--- src/rtl/i2cm_rab_arb.sv ---
// -----------------------------------------------------------------------------
// i2cm_rab_arb
//
// Two-requester arbiter in front of the i2cm_top register access bus (RAB).
// One requester owns the bus at a time. The owner may issue single register
// accesses. Each access completes on i2cm_ack before the owner can issue the
// next one.
//
// Handshake summary:
//   * A requester holds reqN high while it wants the bus. It sees gntN one
//     registered cycle after the arbiter state moves to its owner state.
//   * wrN/rdN are one-cycle strobes. A strobe is accepted only from the
//     current owner with no access outstanding, and only when ownership is
//     not being released in that same cycle.
//   * An accepted strobe appears on rab_write/rab_read for exactly one cycle,
//     on the cycle after the strobe. The access then stays pending until
//     i2cm_ack, which is returned combinationally as ackN/rdataN.
//   * A rejected strobe is reported by a one-cycle errN on the next cycle.
//   * relN (pulse), reqN low, or watchdog expiry release ownership. While an
//     access is pending, the release is held and taken on the acking cycle.
//
// Parameters:
//   TO_WIDTH  width of the ownership watchdog counter
//   TO_LIMIT  owned cycles with no access before ownership is revoked
//
// Ports:
//   sys_clk, sys_rst           clock, asynchronous active-low reset
//   req0/1, rel0/1             ownership request level / release pulse
//   wr0/1, rd0/1               access strobes
//   addr0/1, wdata0/1          access address / write data
//   gnt0/1                     ownership indication
//   ack0/1, rdata0/1           access completion and read data
//   err0/1                     rejected-strobe pulse
//   rab_write/read/addr/wdata  register bus toward i2cm_top
//   i2cm_rdata, i2cm_ack       register bus completion from i2cm_top
//   to_evt                     watchdog forced-release pulse
//   state_dbg                  current arbiter state (IDLE=0, OWN0=1, OWN1=2)
// -----------------------------------------------------------------------------
module i2cm_rab_arb #(
    parameter int unsigned         TO_WIDTH = 16,
    parameter logic [TO_WIDTH-1:0] TO_LIMIT = 16'hFFFF
) (
    input  logic       sys_clk,
    input  logic       sys_rst,
    input  logic       req0,
    input  logic       req1,
    input  logic       rel0,
    input  logic       rel1,
    input  logic       wr0,
    input  logic       rd0,
    input  logic       wr1,
    input  logic       rd1,
    input  logic [8:0] addr0,
    input  logic [8:0] addr1,
    input  logic [7:0] wdata0,
    input  logic [7:0] wdata1,
    output logic       gnt0,
    output logic       gnt1,
    output logic       ack0,
    output logic       ack1,
    output logic [7:0] rdata0,
    output logic [7:0] rdata1,
    output logic       err0,
    output logic       err1,
    output logic       rab_write,
    output logic       rab_read,
    output logic [8:0] rab_addr,
    output logic [7:0] rab_wdata,
    input  logic [7:0] i2cm_rdata,
    input  logic       i2cm_ack,
    output logic       to_evt,
    output logic [1:0] state_dbg
);

    typedef enum logic [1:0] {
        IDLE = 2'd0,
        OWN0 = 2'd1,
        OWN1 = 2'd2
    } state_t;

    state_t              state;
    state_t              state_next;
    logic                last_owner;
    logic                last_owner_next;
    logic                pending;
    logic                rel_hold;
    logic [TO_WIDTH-1:0] wd_cnt;

    logic owned;
    logic own_req;
    logic own_rel;
    logic wd_exp;
    logic rel_cause;
    logic release_now;
    logic stb0;
    logic stb1;
    logic fwd0;
    logic fwd1;
    logic fwd;

    assign state_dbg = state;

    // Decode of the current owner's release conditions.
    always_comb begin
        owned     = (state != IDLE);
        own_req   = (state == OWN1) ? req1 : req0;
        own_rel   = (state == OWN1) ? rel1 : rel0;
        wd_exp    = (wd_cnt == TO_LIMIT);
        rel_cause = owned & (own_rel | ~own_req | wd_exp);
        // A pending access pins ownership; the release (new or held) is
        // taken on the very cycle the access is acknowledged.
        if (pending) begin
            release_now = i2cm_ack & (rel_cause | rel_hold);
        end else begin
            release_now = rel_cause;
        end
    end

    // Strobe acceptance. A strobe coinciding with a release is rejected
    // because the requester loses the bus on that edge.
    always_comb begin
        stb0 = wr0 | rd0;
        stb1 = wr1 | rd1;
        fwd0 = stb0 & (state == OWN0) & ~pending & ~release_now;
        fwd1 = stb1 & (state == OWN1) & ~pending & ~release_now;
        fwd  = fwd0 | fwd1;
    end

    // Completion is steered to the owner only; stray acks are dropped.
    always_comb begin
        ack0   = i2cm_ack & pending & (state == OWN0);
        ack1   = i2cm_ack & pending & (state == OWN1);
        rdata0 = ack0 ? i2cm_rdata : 8'h00;
        rdata1 = ack1 ? i2cm_rdata : 8'h00;
    end

    // Next-state logic. Owners always pass through IDLE, so there is at
    // least one cycle between two grants.
    always_comb begin
        state_next      = state;
        last_owner_next = last_owner;
        case (state)
            IDLE: begin
                // On a tie the requester that did not own last wins.
                if (req0 && (!req1 || last_owner)) begin
                    state_next      = OWN0;
                    last_owner_next = 1'b0;
                end else if (req1) begin
                    state_next      = OWN1;
                    last_owner_next = 1'b1;
                end
            end
            OWN0, OWN1: begin
                if (release_now) begin
                    state_next = IDLE;
                end
            end
            default: begin
                state_next = IDLE;
            end
        endcase
    end

    always_ff @(posedge sys_clk or negedge sys_rst) begin
        if (!sys_rst) begin
            state      <= IDLE;
            last_owner <= 1'b1;
        end else begin
            state      <= state_next;
            last_owner <= last_owner_next;
        end
    end

    // Access tracking and watchdog.
    always_ff @(posedge sys_clk or negedge sys_rst) begin
        if (!sys_rst) begin
            pending  <= 1'b0;
            rel_hold <= 1'b0;
            wd_cnt   <= '0;
        end else begin
            if (fwd) begin
                pending <= 1'b1;
            end else if (i2cm_ack) begin
                pending <= 1'b0;
            end
            rel_hold <= pending & ~i2cm_ack & (rel_hold | rel_cause);
            // The counter stays cleared in IDLE, so a new grant starts at 0.
            // It stops at TO_LIMIT and never wraps.
            if (!owned || release_now || fwd) begin
                wd_cnt <= '0;
            end else if (!pending && !wd_exp) begin
                wd_cnt <= wd_cnt + TO_WIDTH'(1);
            end
        end
    end

    // Registered outputs.
    always_ff @(posedge sys_clk or negedge sys_rst) begin
        if (!sys_rst) begin
            gnt0      <= 1'b0;
            gnt1      <= 1'b0;
            err0      <= 1'b0;
            err1      <= 1'b0;
            rab_write <= 1'b0;
            rab_read  <= 1'b0;
            rab_addr  <= 9'h000;
            rab_wdata <= 8'h00;
            to_evt    <= 1'b0;
        end else begin
            gnt0      <= (state == OWN0);
            gnt1      <= (state == OWN1);
            err0      <= stb0 & ~fwd0;
            err1      <= stb1 & ~fwd1;
            rab_write <= fwd0 ? wr0 : (fwd1 & wr1);
            rab_read  <= fwd0 ? rd0 : (fwd1 & rd1);
            if (fwd) begin
                rab_addr  <= fwd0 ? addr0 : addr1;
                rab_wdata <= fwd0 ? wdata0 : wdata1;
            end
            to_evt    <= release_now & wd_exp;
        end
    end

endmodule

--- config.mk ---
export PLATFORM = sky130hd
export DESIGN_NAME = i2cm_rab_arb
export DESIGN_NICKNAME = d
export VERILOG_FILES = /design/src/rtl/i2cm_rab_arb.sv
export SDC_FILE = /design/constraint.sdc
export NUM_CORES = 1
export LEC_CHECK = 0
export CAP_MARGIN = 20
export CORE_MARGIN = 4
export CORE_UTILIZATION = 38
export DETAILED_ROUTE_END_ITERATION = 8
export PLACE_DENSITY = 0.75
export SKIP_CTS_REPAIR_TIMING = 1
export SLEW_MARGIN = 20
export SYNTH_ARGS = -nofsm -noshare
export SYNTH_HDL_FRONTEND = slang
export SYNTH_SLANG_ARGS = --single-unit
--- constraint.sdc ---
create_clock -name sys_clk -period 2.15 [get_ports sys_clk]
set_input_delay 0.43 -clock sys_clk [delete_from_list [all_inputs] [get_ports sys_clk]]
set_output_delay 0.43 -clock sys_clk [all_outputs]
set_load 0.01 [all_outputs]
==> results.toml, run 1 <==
[power_and_ir_drop]
pwr-share-clk_pct = 19.5
leakagePower_uw = 0.002047
pwr-share-comb_pct = 49.9
seq_power_share_pct = 30.6
p_per_area_mw_per_mm2 = 989.1
p_sw_share_pct = 33.84
max-vdd-ir-drop_uv = 638.1
internal_power_uw = 2610
p_switching_uw = 1335
finalPower_uw = 3945

[routing]
drt_iter0_drc = 71
wl_um = 6699
vias = 2244
wl_per_cell_um = 14.85
vias_per_cell = 4.976
antenna_left = 0
dr.pass1.iters = 4
drc_errors = 0

[critical_path]
cp-end-kind = "flip-flop"
worstSetupStartpointType = "flip-flop"
cp.arrival_ps = 2320
reg2reg_from = "wd_cnt[3]"
critPathRequiredTime_ps = 2340
cp_max_fo = 8
critical_path_class = "reg2reg"
r2r_cells = 6
reg2reg_setup_slack_ps = 20
critPathLaunch = "wd_cnt[3]"
reg2reg_to = "rab_wdata[7]"

[sta]
setup_viol = 0
setup_ws_ps = 23.89
worst_slew_pin_slew_ps = 570.9
grt_setup_unrepaired = "yes"
slew_headroom_pct = 61.59
drv_slew = 0
fin_crit_ps = 2126
hold_viol_final = 0
period_share_pct = 98.89
tns_ps = 0
max_freq_ghz = 0.4703
skew_ps = 9.034

[job]
cap_viol_max_count = 0

[die]
die_h_um = 87.62
num_rows = 28
core-area_sq_mm = 0.006026
start_util_pct = 39.97
die_w_um = 87.62
die_area_sq_mm = 0.007676
ios = 97

[cells_and_area]
seqCellArea_sq_mm = 0.001129
syn2layout_area_growth_pct = 65.61
n_antenna_cell = 0
fill_cells = 476
drive_gt1_share_pct = 19.41
layout_commonest_cell = "clkdlybuf4s50_1"
multiInputGateArea_sq_mm = 0.001279
instances_no_fill = 451
nets = 432
final_cell_mix = "77 x clkdlybuf4s50_1, 43 x dfrtp_1, 30 x buf_4"

[logic_synthesis]
synthAdderAreaFrac_pct = 2.078
synth_edf_count = 0
synth_nets = 304
synth_top_family_by_area = "simple AND/OR/NAND/NOR gates"
ys_seq_area_share_pct = 46.81
ys_warn_count = 0
synthMuxAreaShare_pct = 7.065
synth_async_sr_flop_share_pct = 100.0
synth_area_sq_mm = 0.002409
synth_xor_area_share_pct = 5.091
synth-main-ff-cell = "dfrtp_1"
synthCells = 247
synth_cell_type_count = 45
syn_avg_cell_area_sq_um = 9.751
synth-seq-cells = 45
synth_compound_area_share_pct = 10.34
synth-simple-area-share_pct = 24.21

[grt]
antenna_found_initial = 0
grt-ovfl-total = 0
grtUsageTotal_pct = 15.96
grt_pass1_wl_um = 9632
grt_start_max_net_pins = 36
grt_pass1_vias = 2067

[clocking]
clockRootBuffer = "clkbuf_8"
clkTransAtPathRegs_ps = 90
cts_tree = "yes"
clk_path_buf_depth = 2
clk_latency_ps = 300
cts_sinks = 45
cts_buffers = 5
h-tree-depth = 2

[place]
dpl.hpwl_um = 4931
gp_congestion = 0.7810
dp_slack_ps = -229.0
place.port_buffers = 96
dp.cells = 430

[run_status]
outcome = "finished clean"

[min_path]
hold_path_class = "in2async"
[cell usage after synthesis (2+ instances only)]
| cell type | n | area (sq um) |
|---|---|---|
| xnor2_1 | 11 | 96.34 |
| nor2b_1 | 3 | 18.77 |
| clkbuf_1 | 4 | 15.01 |
| o21ai_1 | 7 | 35.03 |
| o21ai_0 | 10 | 50.05 |
| nand4_1 | 3 | 18.77 |
| nor4_1 | 6 | 37.54 |
| buf_2 | 2 | 10.01 |
| nand2b_1 | 2 | 12.51 |
| dfrtp_1 | 44 | 1101 |
| nand3b_1 | 3 | 22.52 |
| and2_1 | 17 | 106.4 |
| ha_1 | 4 | 50.05 |
| nand3_1 | 11 | 55.05 |
| or3b_2 | 2 | 17.52 |
| and3_1 | 4 | 25.02 |
| nor3_1 | 5 | 25.02 |
| a21oi_1 | 8 | 40.04 |
| nor2_1 | 22 | 82.58 |
| nand2_1 | 27 | 101.4 |
| xor2_1 | 3 | 26.28 |
| inv_1 | 6 | 22.52 |
| buf_6 | 3 | 33.78 |
| o21ai_2 | 3 | 26.28 |
| mux2i_1 | 17 | 170.2 |
[flip-flops by register name (all words and copies together) (netlist names), 2 cells and up]
name	cells
wd_cnt	16
state_dbg	2
rab_addr	9
rab_wdata	8
[power by group through the flow]
stage,registers [uW],clock network [uW],logic [uW]
after detailed placement,1220,0,1780
final,1210,770,1970
after global routing,1230,825,2120
after CTS,1200,790,1790
after global placement,1210,0,1730
after floorplan,1320,0,794
[cells by family (layout without fill, tap and decap cells)]
family          after synthesis  in the layout
simple gates                112            113
flops                        45             45
compound gates               38             38
mux                          17             17
buf+inv                      17            145
xor+xnor                     14             14
fa+ha+maj                     4              4
[worst max path at each step]
stage / to / slack, ps / cells past startpoint
CTS: rdata1[7] / -360 / 5
finish: rab_wdata[7] / 20 / 6
global route: rab_wdata[7] / -40 / 6
detailed placement: rdata1[7] / -230 / 4
floorplan: rab_addr[8] / 60 / 9
global placement: rdata1[0] / -170 / 4
[final cells by class]
cell class | count | area share (%)
Tap cell | 75 | 2.353
Sequential cell | 45 | 28.29
Inverter | 6 | 0.5646
Clock inverter | 3 | 1.725
Multi-Input combinational cell | 186 | 32.06
Timing Repair Buffer | 131 | 33.28
Clock buffer | 5 | 1.725
[metal layers]
layer  track usage (%)  up-vias  routed length [um]
met4             4.463        0                  91
met3             3.857        9                 310
met1             20.27     1077                2848
li1                  -     1111                   -
met5                 0        -                   0
met2             27.12       47                3448
[metrics by stage]
step | hold slack [ps] | utilization, % | area [sq um]
floorplan | 134.4 | - | 2409
global placement | 431.5 | 59.39 | 3578
detailed placement | 431.7 | 59.39 | 3578
CTS | 97.12 | 61.67 | 3716
global route | 111.7 | 66.20 | 3989
finish | 89.30 | 66.20 | 3989
[worst max-delay path, stage by stage, from the launching register on]
cell and delay (ps):
dfrtp_1 420, nand4_2 140, or4_4 610, a31oi_4 320
clkbuf_16 230, mux2i_2 220, o21ai_2 80
Power figures use the tool's default switching activity.
==> run 2: changes to the inputs <==
--- a/config.mk
+++ b/config.mk
@@ -6,7 +6,6 @@
 export NUM_CORES = 1
 export LEC_CHECK = 0
 export CAP_MARGIN = 20
-export CORE_MARGIN = 4
 export CORE_UTILIZATION = 38
 export DETAILED_ROUTE_END_ITERATION = 8
 export PLACE_DENSITY = 0.75
==> results.toml, run 2 (synthesis gave the netlist of run 1 again) <==
[run_status]
outcome = "finished, violations left"
violations = "setup timing"

[cells_and_area]
fill_cells = 472
largestRegisters = "wd_cnt x16, rab_addr x9, rab_wdata x8"
final_cell_mix = "81 x clkdlybuf4s50_1, 44 x dfrtp_1, 30 x buf_4"
n_antenna_cell = 0
largest_reg_flops = 16
drive_gt1_share_pct = 17.43
design_area_sq_mm = 0.003866
top_register = "wd_cnt"
nets = 429
multiInputGateArea_sq_mm = 0.001221
seqCellArea_sq_mm = 0.001127
syn2layout_area_growth_pct = 60.52
layout_commonest_cell = "clkdlybuf4s50_1"

[critical_path]
reg2reg_setup_slack_ps = -30
cp_max_fo = 9
cp-end-kind = "primary output"
reg2reg_to = "rab_addr[1]"
path_buf_inv = 2
cp.arrival_ps = 1920
crit_chain = "inv_1, ha_2, and3_4, and2_1, clkdlybuf4s50_1"
r2r_cells = 6
critical_path_class = "reg2out"
reg2reg_from = "wd_cnt[12]"
crit_family = "buffers and inverters"
critPathRequiredTime_ps = 1720
worstSetupStartpointType = "flip-flop"
slowest_stage = "clkdlybuf4s50_1"
critPathMaxStageDelay_ps = 540

[place]
dpl.hpwl_um = 4677
gp_congestion = 0.7813
dp_slack_ps = -206.5
place.port_buffers = 96
dpl_cell_area_sq_mm = 0.003593

[die]
start_util_pct = 39.97
die_h_um = 81.62
die_area_sq_mm = 0.006661
die_w_um = 81.62
num_rows = 28
ios = 97
core-area_sq_mm = 0.006026

[routing]
vias = 2272
vias_per_cell = 5.071
wl_per_cell_um = 14.47
highest_layer = "met4"
drt_iter0_drc = 80
drc_errors = 0
met3WireLength_um = 281
wl_um = 6483
drt-met1-wl_um = 2619
dr.pass1.iters = 4
wl_met2_um = 3460
antenna_left = 0

[clocking]
clkTransAtPathRegs_ps = 90
cts_buffers = 5
cts_sinks = 45
clk_path_buf_depth = 2
h-tree-depth = 2
cts_tree = "yes"
clockRootBuffer = "clkbuf_8"
clk_latency_ps = 300

[grt]
antenna_found_initial = 0
grt_start_max_net_pins = 36
grtUsageTotal_pct = 18.62
grt-ovfl-total = 0
grt_pass1_vias = 2154
grt_pass1_wl_um = 9453

[sta]
slew_headroom_pct = 65.03
fin_crit_ps = 2349
period_share_pct = 109.2
skew_ps = 13.33
worst_slew_pin_slew_ps = 524.6
hold_viol_final = 0
setup_ws_ps = -198.7
tns_ps = -903.7
grt_setup_unrepaired = "yes"
max_freq_ghz = 0.4258
drv_slew = 0
fin_hold_ws_ps = 85.93
setup_viol = 19

[power_and_ir_drop]
max-vdd-ir-drop_uv = 573.0
finalPower_uw = 3743
p_per_area_mw_per_mm2 = 968.0
leakagePower_uw = 0.001944

[min_path]
hold_path_class = "in2async"

[job]
cap_viol_max_count = 0
==> run 2: cell count changes in the layout (fill, tap and decap cells not counted), moves of 2 or more <==
cell / previous run / this run
o21ai_1: 10 / 14
mux2i_4: 3 / 0
mux2i_1: 12 / 14
dlymetal6s2s_1: 18 / 14
o21ai_0: 6 / 3
clkdlybuf4s50_1: 77 / 81
==> run 2: worst max path at each step <==
stage / from / end / slack, ps / cells past startpoint
after floorplan: wd_cnt[0] / rab_addr[8] / 60 / 9
after global placement: i2cm_ack / rdata1[2] / -180 / 4
after detailed placement: i2cm_ack / rdata1[3] / -210 / 4
after CTS: state_dbg[0] / rdata1[3] / -300 / 5
after global routing: state_dbg[0] / rdata1[6] / -250 / 5
final: state_dbg[0] / rdata1[3] / -200 / 5
==> run 2: cell type report <==
class                           count  area share, %
Sequential cell                    45          29.16
Clock inverter                      2         0.9709
Inverter                            6         0.5825
Clock buffer                        6          2.136
Timing Repair Buffer              129          33.14
Multi-Input combinational cell    185          31.59
Tap cell                           75          2.427
==> run 2: report_power, final <==
group	internal, uW	switching [uW]
clock	378	294
combinational	1000	872
sequential	1080	115
==> run 2: routing by layer <==
| layer | track usage (%) | up-vias |
|---|---|---|
| li1 | - | 1103 |
| met1 | 21.51 | 1098 |
| met2 | 33.83 | 57 |
| met3 | 3.111 | 14 |
| met4 | 7.719 | 0 |
| met5 | 0 | - |
==> run 2: per-stage QoR <==
| stage | instances | utilization, % |
|---|---|---|
| final | 448 | 64.16 |
| after global routing | 448 | 64.16 |
| after CTS | 440 | 61.63 |
| after detailed placement | 432 | 59.63 |
| after global placement | 432 | 59.63 |
| after floorplan | 247 | - |
